File: src/rtl/sbe_pkg.sv
// Shared constants and helpers for the spectrum bar engine.
package sbe_pkg;

  localparam int unsigned SCREEN_W_DEF = 800;
  localparam int unsigned NUM_BINS_DEF = 10;
  localparam int unsigned BIN_IDX_W    = 5;

  function automatic int unsigned bin_px(input int unsigned screen_w,
                                         input int unsigned num_bins);
    return screen_w / num_bins;
  endfunction

  // Saturating subtract, clamped at zero and masked to w bits.
  function automatic logic [31:0] sat_sub(input logic [31:0] a,
                                          input logic [31:0] b,
                                          input int unsigned w);
    logic [31:0] mask;
    mask = (w >= 32) ? '1 : ((32'd1 << w) - 32'd1);
    return (a > b) ? ((a - b) & mask) : '0;
  endfunction

endpackage

File: src/rtl/spectrum_bar_engine_if.sv
// Bus bundle between the power calculator / VGA timing side and the bar engine.
interface spectrum_bar_engine_if #(
  parameter int unsigned NUM_BINS = 10,
  parameter int unsigned VAL_W    = 12,
  parameter int unsigned POSX_W   = 10
);
  logic [NUM_BINS*VAL_W-1:0] bins_flat;
  logic                      bins_valid;
  logic                      sample_tick;
  logic [15:0]               prescaler_in;
  logic                      prescaler_load;
  logic                      frame_start;
  logic [POSX_W-1:0]         posx;
  logic                      posx_valid;
  logic [15:0]               prescaler;
  logic                      set_values_flag;
  logic [4:0]                bin_idx;
  logic [VAL_W-1:0]          val_out;
  logic [VAL_W-1:0]          peak_out;
  logic                      pix_valid;

  modport master (
    output bins_flat, bins_valid, sample_tick, prescaler_in, prescaler_load,
           frame_start, posx, posx_valid,
    input  prescaler, set_values_flag, bin_idx, val_out, peak_out, pix_valid
  );

  modport slave (
    input  bins_flat, bins_valid, sample_tick, prescaler_in, prescaler_load,
           frame_start, posx, posx_valid,
    output prescaler, set_values_flag, bin_idx, val_out, peak_out, pix_valid
  );
endinterface

File: src/rtl/peak_hold_cell.sv
// One bin: committed display value plus peak-hold with timed linear decay.
module peak_hold_cell
  import sbe_pkg::*;
#(
  parameter int unsigned VAL_W       = 12,
  parameter int unsigned HOLD_FRAMES = 30,
  parameter int unsigned DECAY_STEP  = 4
) (
  input  logic             clk,
  input  logic             rst_n,
  input  logic             frame_start,
  input  logic             commit,
  input  logic [VAL_W-1:0] pend_val,
  output logic [VAL_W-1:0] disp_val,
  output logic [VAL_W-1:0] peak_val
);

  logic [VAL_W-1:0] disp_q, disp_d;
  logic [VAL_W-1:0] peak_q, peak_d;
  logic [VAL_W-1:0] decayed_c;
  logic [7:0]       hold_q, hold_d;

  // Peak follows the post-commit display value so it never drops below it.
  always_comb begin
    disp_d    = commit ? pend_val : disp_q;
    peak_d    = peak_q;
    hold_d    = hold_q;
    decayed_c = VAL_W'(sat_sub(32'(peak_q), 32'(DECAY_STEP), VAL_W));
    if (frame_start) begin
      if (disp_d >= peak_q) begin
        peak_d = disp_d;
        hold_d = 8'(HOLD_FRAMES);
      end else if (hold_q != 8'd0) begin
        hold_d = hold_q - 8'd1;
      end else begin
        peak_d = (decayed_c > disp_d) ? decayed_c : disp_d;
      end
    end
  end

  always_ff @(posedge clk) begin
    if (!rst_n) begin
      disp_q <= '0;
      peak_q <= '0;
      hold_q <= '0;
    end else begin
      disp_q <= disp_d;
      peak_q <= peak_d;
      hold_q <= hold_d;
    end
  end

  assign disp_val = disp_q;
  assign peak_val = peak_q;

endmodule

File: src/rtl/spectrum_bar_engine.sv
// Bar-graph engine: update prescaler, frame-synchronous double buffer,
// per-bin peak hold and a two-stage pixel lookup pipeline.
module spectrum_bar_engine
  import sbe_pkg::*;
#(
  parameter int unsigned NUM_BINS     = NUM_BINS_DEF,
  parameter int unsigned VAL_W        = 12,
  parameter int unsigned POSX_W       = 10,
  parameter int unsigned SCREEN_W     = SCREEN_W_DEF,
  parameter int unsigned PRESCALE_RST = 4096,
  parameter int unsigned HOLD_FRAMES  = 30,
  parameter int unsigned DECAY_STEP   = 4
) (
  input logic                  vga_clk,
  input logic                  rst_n,
  spectrum_bar_engine_if.slave bus
);

  localparam int unsigned BIN_PX = bin_px(SCREEN_W, NUM_BINS);
  localparam int unsigned IDX_W  = BIN_IDX_W;
  localparam int unsigned SLOTS  = 2 ** IDX_W;

  logic [15:0] prescaler_q, prescaler_d;
  logic [15:0] cnt_q, cnt_d;
  logic        flag_c;

  logic [NUM_BINS*VAL_W-1:0] pend_q, pend_d;
  logic                      pend_vld_q, pend_vld_d;
  logic                      commit_c;

  logic [VAL_W-1:0] disp_val [SLOTS];
  logic [VAL_W-1:0] peak_val [SLOTS];

  logic [IDX_W-1:0] bin_c;
  logic [IDX_W-1:0] s1_bin_q, s1_bin_d;
  logic             s1_vld_q, s1_vld_d;
  logic [IDX_W-1:0] bin_idx_q, bin_idx_d;
  logic             pix_vld_q, pix_vld_d;
  logic [VAL_W-1:0] val_q, val_d;
  logic [VAL_W-1:0] peak_q, peak_d;

  // Prescaler: a load restarts the count and suppresses the flag that cycle.
  always_comb begin
    prescaler_d = prescaler_q;
    cnt_d       = cnt_q;
    flag_c      = 1'b0;
    if (bus.prescaler_load) begin
      prescaler_d = bus.prescaler_in;
      cnt_d       = '0;
    end else if (bus.sample_tick) begin
      if (cnt_q == prescaler_q) begin
        flag_c = 1'b1;
        cnt_d  = '0;
      end else begin
        cnt_d = cnt_q + 16'd1;
      end
    end
  end

  // Pending buffer: commit uses the old contents even if new data lands now.
  always_comb begin
    pend_d     = pend_q;
    pend_vld_d = pend_vld_q;
    commit_c   = bus.frame_start & pend_vld_q;
    if (bus.frame_start) pend_vld_d = 1'b0;
    if (bus.bins_valid) begin
      pend_d     = bus.bins_flat;
      pend_vld_d = 1'b1;
    end
  end

  for (genvar k = 0; k < SLOTS; k++) begin : g_bin
    if (k < NUM_BINS) begin : g_cell
      peak_hold_cell #(
        .VAL_W      (VAL_W),
        .HOLD_FRAMES(HOLD_FRAMES),
        .DECAY_STEP (DECAY_STEP)
      ) u_cell (
        .clk        (vga_clk),
        .rst_n      (rst_n),
        .frame_start(bus.frame_start),
        .commit     (commit_c),
        .pend_val   (pend_q[k*VAL_W +: VAL_W]),
        .disp_val   (disp_val[k]),
        .peak_val   (peak_val[k])
      );
    end else begin : g_tie
      assign disp_val[k] = '0;
      assign peak_val[k] = '0;
    end
  end

  // Compare chain replaces posx / BIN_PX; columns past the last bin clamp.
  always_comb begin
    bin_c = '0;
    for (int unsigned k = 1; k < NUM_BINS; k++) begin
      if (32'(bus.posx) >= k * BIN_PX) bin_c = IDX_W'(k);
    end
    s1_bin_d  = bin_c;
    s1_vld_d  = bus.posx_valid;
    pix_vld_d = s1_vld_q;
    bin_idx_d = bin_idx_q;
    val_d     = '0;
    peak_d    = '0;
    if (s1_vld_q) begin
      bin_idx_d = s1_bin_q;
      val_d     = disp_val[s1_bin_q];
      peak_d    = peak_val[s1_bin_q];
    end
  end

  always_ff @(posedge vga_clk) begin
    if (!rst_n) begin
      prescaler_q <= 16'(PRESCALE_RST);
      cnt_q       <= '0;
      pend_q      <= '0;
      pend_vld_q  <= 1'b0;
      s1_bin_q    <= '0;
      s1_vld_q    <= 1'b0;
      bin_idx_q   <= '0;
      pix_vld_q   <= 1'b0;
      val_q       <= '0;
      peak_q      <= '0;
    end else begin
      prescaler_q <= prescaler_d;
      cnt_q       <= cnt_d;
      pend_q      <= pend_d;
      pend_vld_q  <= pend_vld_d;
      s1_bin_q    <= s1_bin_d;
      s1_vld_q    <= s1_vld_d;
      bin_idx_q   <= bin_idx_d;
      pix_vld_q   <= pix_vld_d;
      val_q       <= val_d;
      peak_q      <= peak_d;
    end
  end

  assign bus.prescaler       = prescaler_q;
  assign bus.set_values_flag = flag_c & rst_n;
  assign bus.bin_idx         = bin_idx_q;
  assign bus.val_out         = val_q;
  assign bus.peak_out        = peak_q;
  assign bus.pix_valid       = pix_vld_q;

endmodule
File: src/flat_wrapper.sv
// flat-port wrapper written by rule: the top's interface ports become plain ports
module spectrum_bar_engine_flat import sbe_pkg::*;
#(
  parameter int unsigned NUM_BINS     = NUM_BINS_DEF,
  parameter int unsigned VAL_W        = 12,
  parameter int unsigned POSX_W       = 10,
  parameter int unsigned SCREEN_W     = SCREEN_W_DEF,
  parameter int unsigned PRESCALE_RST = 4096,
  parameter int unsigned HOLD_FRAMES  = 30,
  parameter int unsigned DECAY_STEP   = 4
)
  (vga_clk, rst_n, bus_bins_flat, bus_bins_valid, bus_sample_tick, bus_prescaler_in, bus_prescaler_load, bus_frame_start, bus_posx, bus_posx_valid, bus_prescaler, bus_set_values_flag, bus_bin_idx, bus_val_out, bus_peak_out, bus_pix_valid);
  spectrum_bar_engine_if #(.NUM_BINS(NUM_BINS), .VAL_W(VAL_W), .POSX_W(POSX_W)) bus_i ();
  input logic vga_clk;
  input logic rst_n;
  input wire logic [$bits(bus_i.bins_flat)-1:0] bus_bins_flat;
  input wire logic [$bits(bus_i.bins_valid)-1:0] bus_bins_valid;
  input wire logic [$bits(bus_i.sample_tick)-1:0] bus_sample_tick;
  input wire logic [$bits(bus_i.prescaler_in)-1:0] bus_prescaler_in;
  input wire logic [$bits(bus_i.prescaler_load)-1:0] bus_prescaler_load;
  input wire logic [$bits(bus_i.frame_start)-1:0] bus_frame_start;
  input wire logic [$bits(bus_i.posx)-1:0] bus_posx;
  input wire logic [$bits(bus_i.posx_valid)-1:0] bus_posx_valid;
  output wire logic [$bits(bus_i.prescaler)-1:0] bus_prescaler;
  output wire logic [$bits(bus_i.set_values_flag)-1:0] bus_set_values_flag;
  output wire logic [$bits(bus_i.bin_idx)-1:0] bus_bin_idx;
  output wire logic [$bits(bus_i.val_out)-1:0] bus_val_out;
  output wire logic [$bits(bus_i.peak_out)-1:0] bus_peak_out;
  output wire logic [$bits(bus_i.pix_valid)-1:0] bus_pix_valid;
  assign bus_i.bins_flat = bus_bins_flat;
  assign bus_i.bins_valid = bus_bins_valid;
  assign bus_i.sample_tick = bus_sample_tick;
  assign bus_i.prescaler_in = bus_prescaler_in;
  assign bus_i.prescaler_load = bus_prescaler_load;
  assign bus_i.frame_start = bus_frame_start;
  assign bus_i.posx = bus_posx;
  assign bus_i.posx_valid = bus_posx_valid;
  assign bus_prescaler = bus_i.prescaler;
  assign bus_set_values_flag = bus_i.set_values_flag;
  assign bus_bin_idx = bus_i.bin_idx;
  assign bus_val_out = bus_i.val_out;
  assign bus_peak_out = bus_i.peak_out;
  assign bus_pix_valid = bus_i.pix_valid;
  spectrum_bar_engine #(.NUM_BINS(NUM_BINS), .VAL_W(VAL_W), .POSX_W(POSX_W), .SCREEN_W(SCREEN_W), .PRESCALE_RST(PRESCALE_RST), .HOLD_FRAMES(HOLD_FRAMES), .DECAY_STEP(DECAY_STEP)) u_core (.vga_clk(vga_clk), .rst_n(rst_n), .bus(bus_i));
endmodule
File: config.mk
export PLATFORM = sky130hd
export DESIGN_NAME = spectrum_bar_engine_flat
export DESIGN_NICKNAME = d
export VERILOG_FILES = /design/src/rtl/sbe_pkg.sv /design/src/rtl/spectrum_bar_engine_if.sv /design/src/rtl/peak_hold_cell.sv /design/src/rtl/spectrum_bar_engine.sv /design/src/flat_wrapper.sv
export SDC_FILE = /design/constraint.sdc
export NUM_CORES = 2
export LEC_CHECK = 0
export CORE_ASPECT_RATIO = 0.5
export CORE_MARGIN = 4
export CORE_UTILIZATION = 40
export CTS_CLUSTER_SIZE = 25
export DETAILED_ROUTE_END_ITERATION = 7
export GPL_TIMING_DRIVEN = 0
export PLACE_DENSITY = 0.64
export SLEW_MARGIN = 20
export SYNTH_ARGS = -nofsm -noshare
export SYNTH_HDL_FRONTEND = slang
export SYNTH_HIERARCHICAL = 1
export SYNTH_SLANG_ARGS = --single-unit
File: constraint.sdc
create_clock -name vga_clk -period 6.63 [get_ports vga_clk]
set_clock_uncertainty 0.2 [all_clocks]
set_input_delay 0.663 -clock vga_clk [delete_from_list [all_inputs] [get_ports vga_clk]]
set_output_delay 0.663 -clock vga_clk [all_outputs]
set_load 0.005 [all_outputs]
Word level (Yosys, flattened, before mapping)
Cells that the tools add are included.
{ "op_classes": {"n_addsub": 21, "n_lt_le_gt_ge": 40, "eq_ne": 11, "n_mux": 91, "n_bitwise": 4, "n_reduce_logical": 45} }
{ "ops": {"columns": ["op", "count"], "rows": [
  ["$mux 12", 54],
  ["$mux 8", 20],
  ["$bmux 12 s5", 2],
  ["$ge 12x12->1", 10],
  ["$gt 12x12->1", 10],
  ["$gt 12x3->1 const B", 10],
  ["$sub 12x3->12 const B", 10],
  ["$reduce_bool 8->1", 10],
  ["$sub 8x1->8 const B", 10],
  ["$reduce_and 2->1", 21],
  ["$ge 10x10->1 const B", 3],
  ["$ge 10x9->1 const B", 3],
  ["$reduce_bool 2->1", 11],
  ["$ge 10x8->1 const B", 2],
  ["$ne 2x2->1 const B", 10],
  ["$add 16x1->16 const B", 1],
  ["$eq 16x16->1", 1],
  ["$mux 16", 1],
  ["$mux 3", 4],
  ["$ge 10x7->1 const B", 1],
  ["$reduce_or 9->1", 1],
  ["$mux 4", 2],
  ["$ge 6x6->1 const B", 1],
  ["$mux 1", 6],
  ["6 further kinds", 8]
]} }
{ "word_totals": {"regBits": 509} }

Logic depth before layout (Yosys ltp)
{ "logic_depth": {"depth_word": 10, "depth_mapped": 15, "ltp_nobuf": 13} }

By module
Netlist, hierarchy kept.
{ "modules_own_cells": {"columns": ["module", "instances", "cells_each", "area_per_inst_um2", "seq_area_each_um2"], "rows": [
  ["peak_hold_cell at u_core.g_bin[2].g_cell.u_cell ...", 6, 282, 2317.2, 640.6],
  ["spectrum_bar_engine", 1, 790, 8772.2, 3743.6],
  ["peak_hold_cell at u_core.g_bin[0].g_cell.u_cell ...", 3, 276, 2212.1, 640.6],
  ["peak_hold_cell at u_core.g_bin[4].g_cell.u_cell", 1, 289, 2364.8, 640.6]
]} }

Least setup slack after synthesis
OpenSTA, ideal clock, no wires.
{ "synth_path": {"path_kind": "input to register", "from": "input port bus_frame_start", "to": "register u_core.g_bin[2].g_cell.u_cell.peak_q[3]", "setup_time_ns": 0.088, "t_arrival_ns": 4.046, "required_ns": 6.342, "setup_slack_ns": 2.296, "cell_stages": 12, "n_path_buf": 2, "cell_sequence": "and2_1 -> buf_1 -> mux2i_1 -> inv_1 -> ha_1 -> a21oi_1 -> o221ai_1 -> nor2_1 -> and2_1 -> clkbuf_1 -> a21oi_1 -> o32ai_2"} }
{ "synth_between": {"elab_chain_cells": 6, "word_cells_on_any_way": 9} }
{ "synth_lines": {"columns": ["item", "line_no", "source"], "rows": [
  ["from (decl)", "flat_wrapper.sv:21", "input wire logic [$bits(bus_i.frame_start)-1:0] bus_frame_start;"],
  ["$and 1x1->1 *", "spectrum_bar_engine.sv:64", "commit_c = bus.frame_start & pend_vld_q;"],
  ["$mux 12 *", "peak_hold_cell.sv:25", "disp_d = commit ? pend_val : disp_q;"],
  ["named net u_core.g_bin[2].g_cell.u_cell.disp_d[7]", "peak_hold_cell.sv:18", "logic [VAL_W-1:0] disp_q, disp_d;"],
  ["$gt 12x12->1", "peak_hold_cell.sv:36", "peak_d = (decayed_c > disp_d) ? decayed_c : disp_d;"],
  ["$mux 12", "peak_hold_cell.sv:36", null],
  ["$mux 12", "peak_hold_cell.sv:33", "end else if (hold_q != 8'd0) begin"],
  ["$mux 12", "peak_hold_cell.sv:30", "if (disp_d >= peak_q) begin"],
  ["to (signal assigned)", "peak_hold_cell.sv:48", "peak_q <= peak_d;"],
  ["to (decl)", "peak_hold_cell.sv:19", "logic [VAL_W-1:0] peak_q, peak_d;"]
]} }
The timed path passes the listed nets; every way through them passes the cells marked *. The select of a mux whose other input is x is not followed.
A chain may end at the register's enable or synchronous reset.

Worst setup path after layout
{ "layout_path": {"from": "input port bus_frame_start", "to": "register u_core.g_bin[8].g_cell.u_cell.peak_q[0]"} }
{ "layout_between": {"elab_chain_cells": 6, "word_cells_on_any_way": 9} }
{ "layout_lines": {"columns": ["item", "line_no", "source"], "rows": [
  ["$and 1x1->1 *", "spectrum_bar_engine.sv:64", null],
  ["named net u_core.commit_c", "spectrum_bar_engine.sv:29", "logic commit_c;"],
  ["$mux 12 *", "peak_hold_cell.sv:25", null],
  ["named net u_core.g_bin[8].g_cell.u_cell.disp_d[9]", "peak_hold_cell.sv:18", null],
  ["$gt 12x12->1", "peak_hold_cell.sv:36", null],
  ["$mux 12", "peak_hold_cell.sv:36", null],
  ["$mux 12", "peak_hold_cell.sv:33", null],
  ["$mux 12", "peak_hold_cell.sv:30", null],
  ["to (signal assigned)", "peak_hold_cell.sv:48", null],
  ["to (decl)", "peak_hold_cell.sv:19", null]
]} }
Marked as above.

==> impl_metrics.env <==
export IMPL_crit_arrival_ps=5430
export IMPL_finalCoreUtilization_pct=47.24
export IMPL_hold_path_class="reg -> reg"
export IMPL_antenna_found_initial=1
export IMPL_synthTopCellsByArea="dfxtp_1, ha_1, mux2i_1"
export IMPL_core_area_mm2=0.07783
export IMPL_leakagePower_nw=15.34
export IMPL_syn_area_mm2=0.03168
export IMPL_cp_max_fo=14
export IMPL_drive_gt1_share_pct=9.063
export IMPL_cts_htree_levels=2
export IMPL_insertion_delay_ps=630
export IMPL_rsz0062_at_grt="no"
export IMPL_nets=4280
export IMPL_ant_nets=0
export IMPL_drv_cap=0
export IMPL_clkSinkCount=507
export IMPL_synth_ff_type="dfxtp_1"
export IMPL_grt_ovfl_total=0
export IMPL_drv_slew=0
export IMPL_port_buffers=191
export IMPL_avgViaCountPerCell=5.705
export IMPL_routabilityCongestion=1.019
export IMPL_grt_pass1_vias=27000
export IMPL_syn_avg_cell_area_um2=8.802
export IMPL_clockBufferDepth=3
export IMPL_relSlewSlack_pct=24.92
export IMPL_first_pass_iters=6
export IMPL_post_cts_buffers=0
export IMPL_period_share_pct=76.58
export IMPL_start_util_pct=40.70
export IMPL_fin_crit_ps=5077
export IMPL_synth_edf_count=0
export IMPL_final_common_cell="dfxtp_1"
export IMPL_cts_tree="built"
export IMPL_crit_slowest_cell="buf_1"
export IMPL_yosysSeqAreaShare_pct=32.04
export IMPL_io_pins=200
export IMPL_fmax_mhz=197.0
export IMPL_wl_per_cell_um=21.53
export IMPL_pwr_density_cell_mw_per_mm2=439.7
export IMPL_ir_worst_vdd_uv=256.9
export IMPL_syn_instance_count=3599
export IMPL_grt_max_degree=43
export IMPL_die_area_mm2=0.08403
export IMPL_syn2layout_area_growth_pct=16.07
export IMPL_status="complete, no violations"
export IMPL_ys_ff_latch=507
export IMPL_syn_nets=4033
export IMPL_layout_common_cells="dfxtp_1, inv_1, ha_1"
export IMPL_synthDominantCellAreaShare_pct=32.04
export IMPL_async_flop_share_pct=0
export IMPL_drt_iter0_markers=2670
export IMPL_drc=0
export IMPL_nFillCells=7496
export IMPL_ctsRootBufferMaster="clkbuf_16"
export IMPL_synth_largest_area_cell="dfxtp_1"
export IMPL_place_area_mm2=0.03495
export IMPL_cp_required_ps=6980
export IMPL_yosys_warnings=6
export IMPL_die_height_um=207.0
export IMPL_final_area_mm2=0.03677
export IMPL_postCtsResizedCells=0
export IMPL_clk_pin_slew_ps=60
export IMPL_drt_wl_total_um=105900
export IMPL_ys_types=79
export IMPL_end_kind="register"
export IMPL_max_stage_delay_ps=700
export IMPL_tightest_slew_ps=1121
export IMPL_row_count=72
export IMPL_cts_buffers=50
export IMPL_num_vias=28070
export IMPL_globalRouteTotalUtil_pct=24.54
export IMPL_postCtsHoldBufs=0
export IMPL_hold_viol=0
export IMPL_setup_viol=0
export IMPL_criticalPathCategory="in -> reg"
export IMPL_die_width_um=406.0
export IMPL_num_antenna_cells=0
export IMPL_place_hpwl_um=82470
export IMPL_grt_pass1_wl_um=159500
export IMPL_path_cells="buf_2, and2_4, buf_1, mux2i_1, inv_1, ha_1, nand4_1, nor3_1, o211ai_1, nand2_1, clkbuf_1, o21ai_0, o22ai_1"
export IMPL_start_kind="primary input"
critical path: cells and delay by family:
family          cells  cell delay, ps
compound gates      3             900
fa+ha+maj           1             310
buf+inv             4            1750
mux                 1             360
simple gates        4            1390
power breakdown:
| part | total, W | switching, W | internal [W] | leakage (nW) |
|---|---|---|---|---|
| logic | 0.00894 | 0.00557 | 0.00337 | 10.3 |
| registers | 0.00403 | 0.000556 | 0.00348 | 4.15 |
| clock network | 0.00320 | 0.00132 | 0.00188 | 0.888 |
cells by family (layout without fill, tap and decap cells):
kind of cell,count (synthesis),count (layout),synth area share [%]
buffers and inverters,463,748,5.870
adder cells (fa/ha/maj),281,281,11.10
flip-flops,507,507,32.04
other,1,1,0.01184
XOR/XNOR,113,113,3.124
AND/OR/NAND/NOR,1146,1146,19.70
multiplexers,344,344,12.98
AO/OA/AOI/OAI,744,744,15.17
path summary, 6_finish.rpt:
kind | from | to | slack, ps | cells past startpoint
setup reg to reg | u_core/pend_vld_q | u_core/g_bin[8].g_cell.u_cell/peak_val[0] | 1860 | 12
hold / removal | u_core/g_bin[6].g_cell.u_cell/hold_q[5] | u_core/g_bin[6].g_cell.u_cell/hold_q[5] | 300 | 2
hold reg to reg | u_core/g_bin[6].g_cell.u_cell/hold_q[5] | u_core/g_bin[6].g_cell.u_cell/hold_q[5] | 300 | 2
setup / recovery | bus_frame_start | u_core/g_bin[8].g_cell.u_cell/peak_val[0] | 1550 | 13
synth_stat cells (all sizes together), types with 34 or more instances:
library cell / count
dfxtp: 507
inv: 305
ha: 281
mux2i: 265
o21ai: 259
nor2: 239
nand2: 205
a21oi: 172
nor2b: 163
nand3: 119
a31oi: 97
nor3: 88
clkbuf: 87
and2: 85
xnor2: 79
buf: 71
nand4: 58
nor4: 52
mux4: 47
xor2: 34
sequential cells by signal, summed over array words and instances, names as in the netlist, 4 cells and up:
signal,flops
u_core/g_bin.g_cell.u_cell/hold_q,80
u_core/s1_bin_q,4
u_core/cnt_q,16
u_core/bus.val_out,12
u_core/bus.bin_idx,4
u_core/pend_q,120
u_core/g_bin.g_cell.u_cell/disp_val,120
u_core/bus.prescaler,16
u_core/bus.peak_out,12
u_core/g_bin.g_cell.u_cell/peak_val,120
routing by layer:
metal	GRT usage [%]	vias to the layer above	part of all wire, %
li1	-	13380	-
met1	33.23	13480	45
met2	38.79	1036	43
met3	4.995	175	8.2
met4	9.205	0	3.7
met5	0	-	0
through the flow:
step	cells	hold WS (ps)	setup TNS [ps]	power, W	setup WS (ps)
after floorplan	3599	258.5	0	0.01037	2296
after global placement	4826	272.7	-377190	0.01266	-2313
after detailed placement	4829	294.4	0	0.01275	976.1
after CTS	4919	290.7	0	0.01604	1634
after global routing	4920	319.5	0	0.01731	1344
final	4920	297.6	0	0.01617	1553
area by class of cell:
class,count,area (µm²),share of cell area (%)
tap,1036,1296,3.525
clock buffer,66,1443,3.924
sequential,507,10150,27.60
timing repair buffer,195,1987,5.404
inverter,305,1145,3.114
multi-input combinational,2629,19670,53.50
buffer,158,716.9,1.950
clock inverter,24,360.3,0.9801
(Power assumes the default switching activity.)
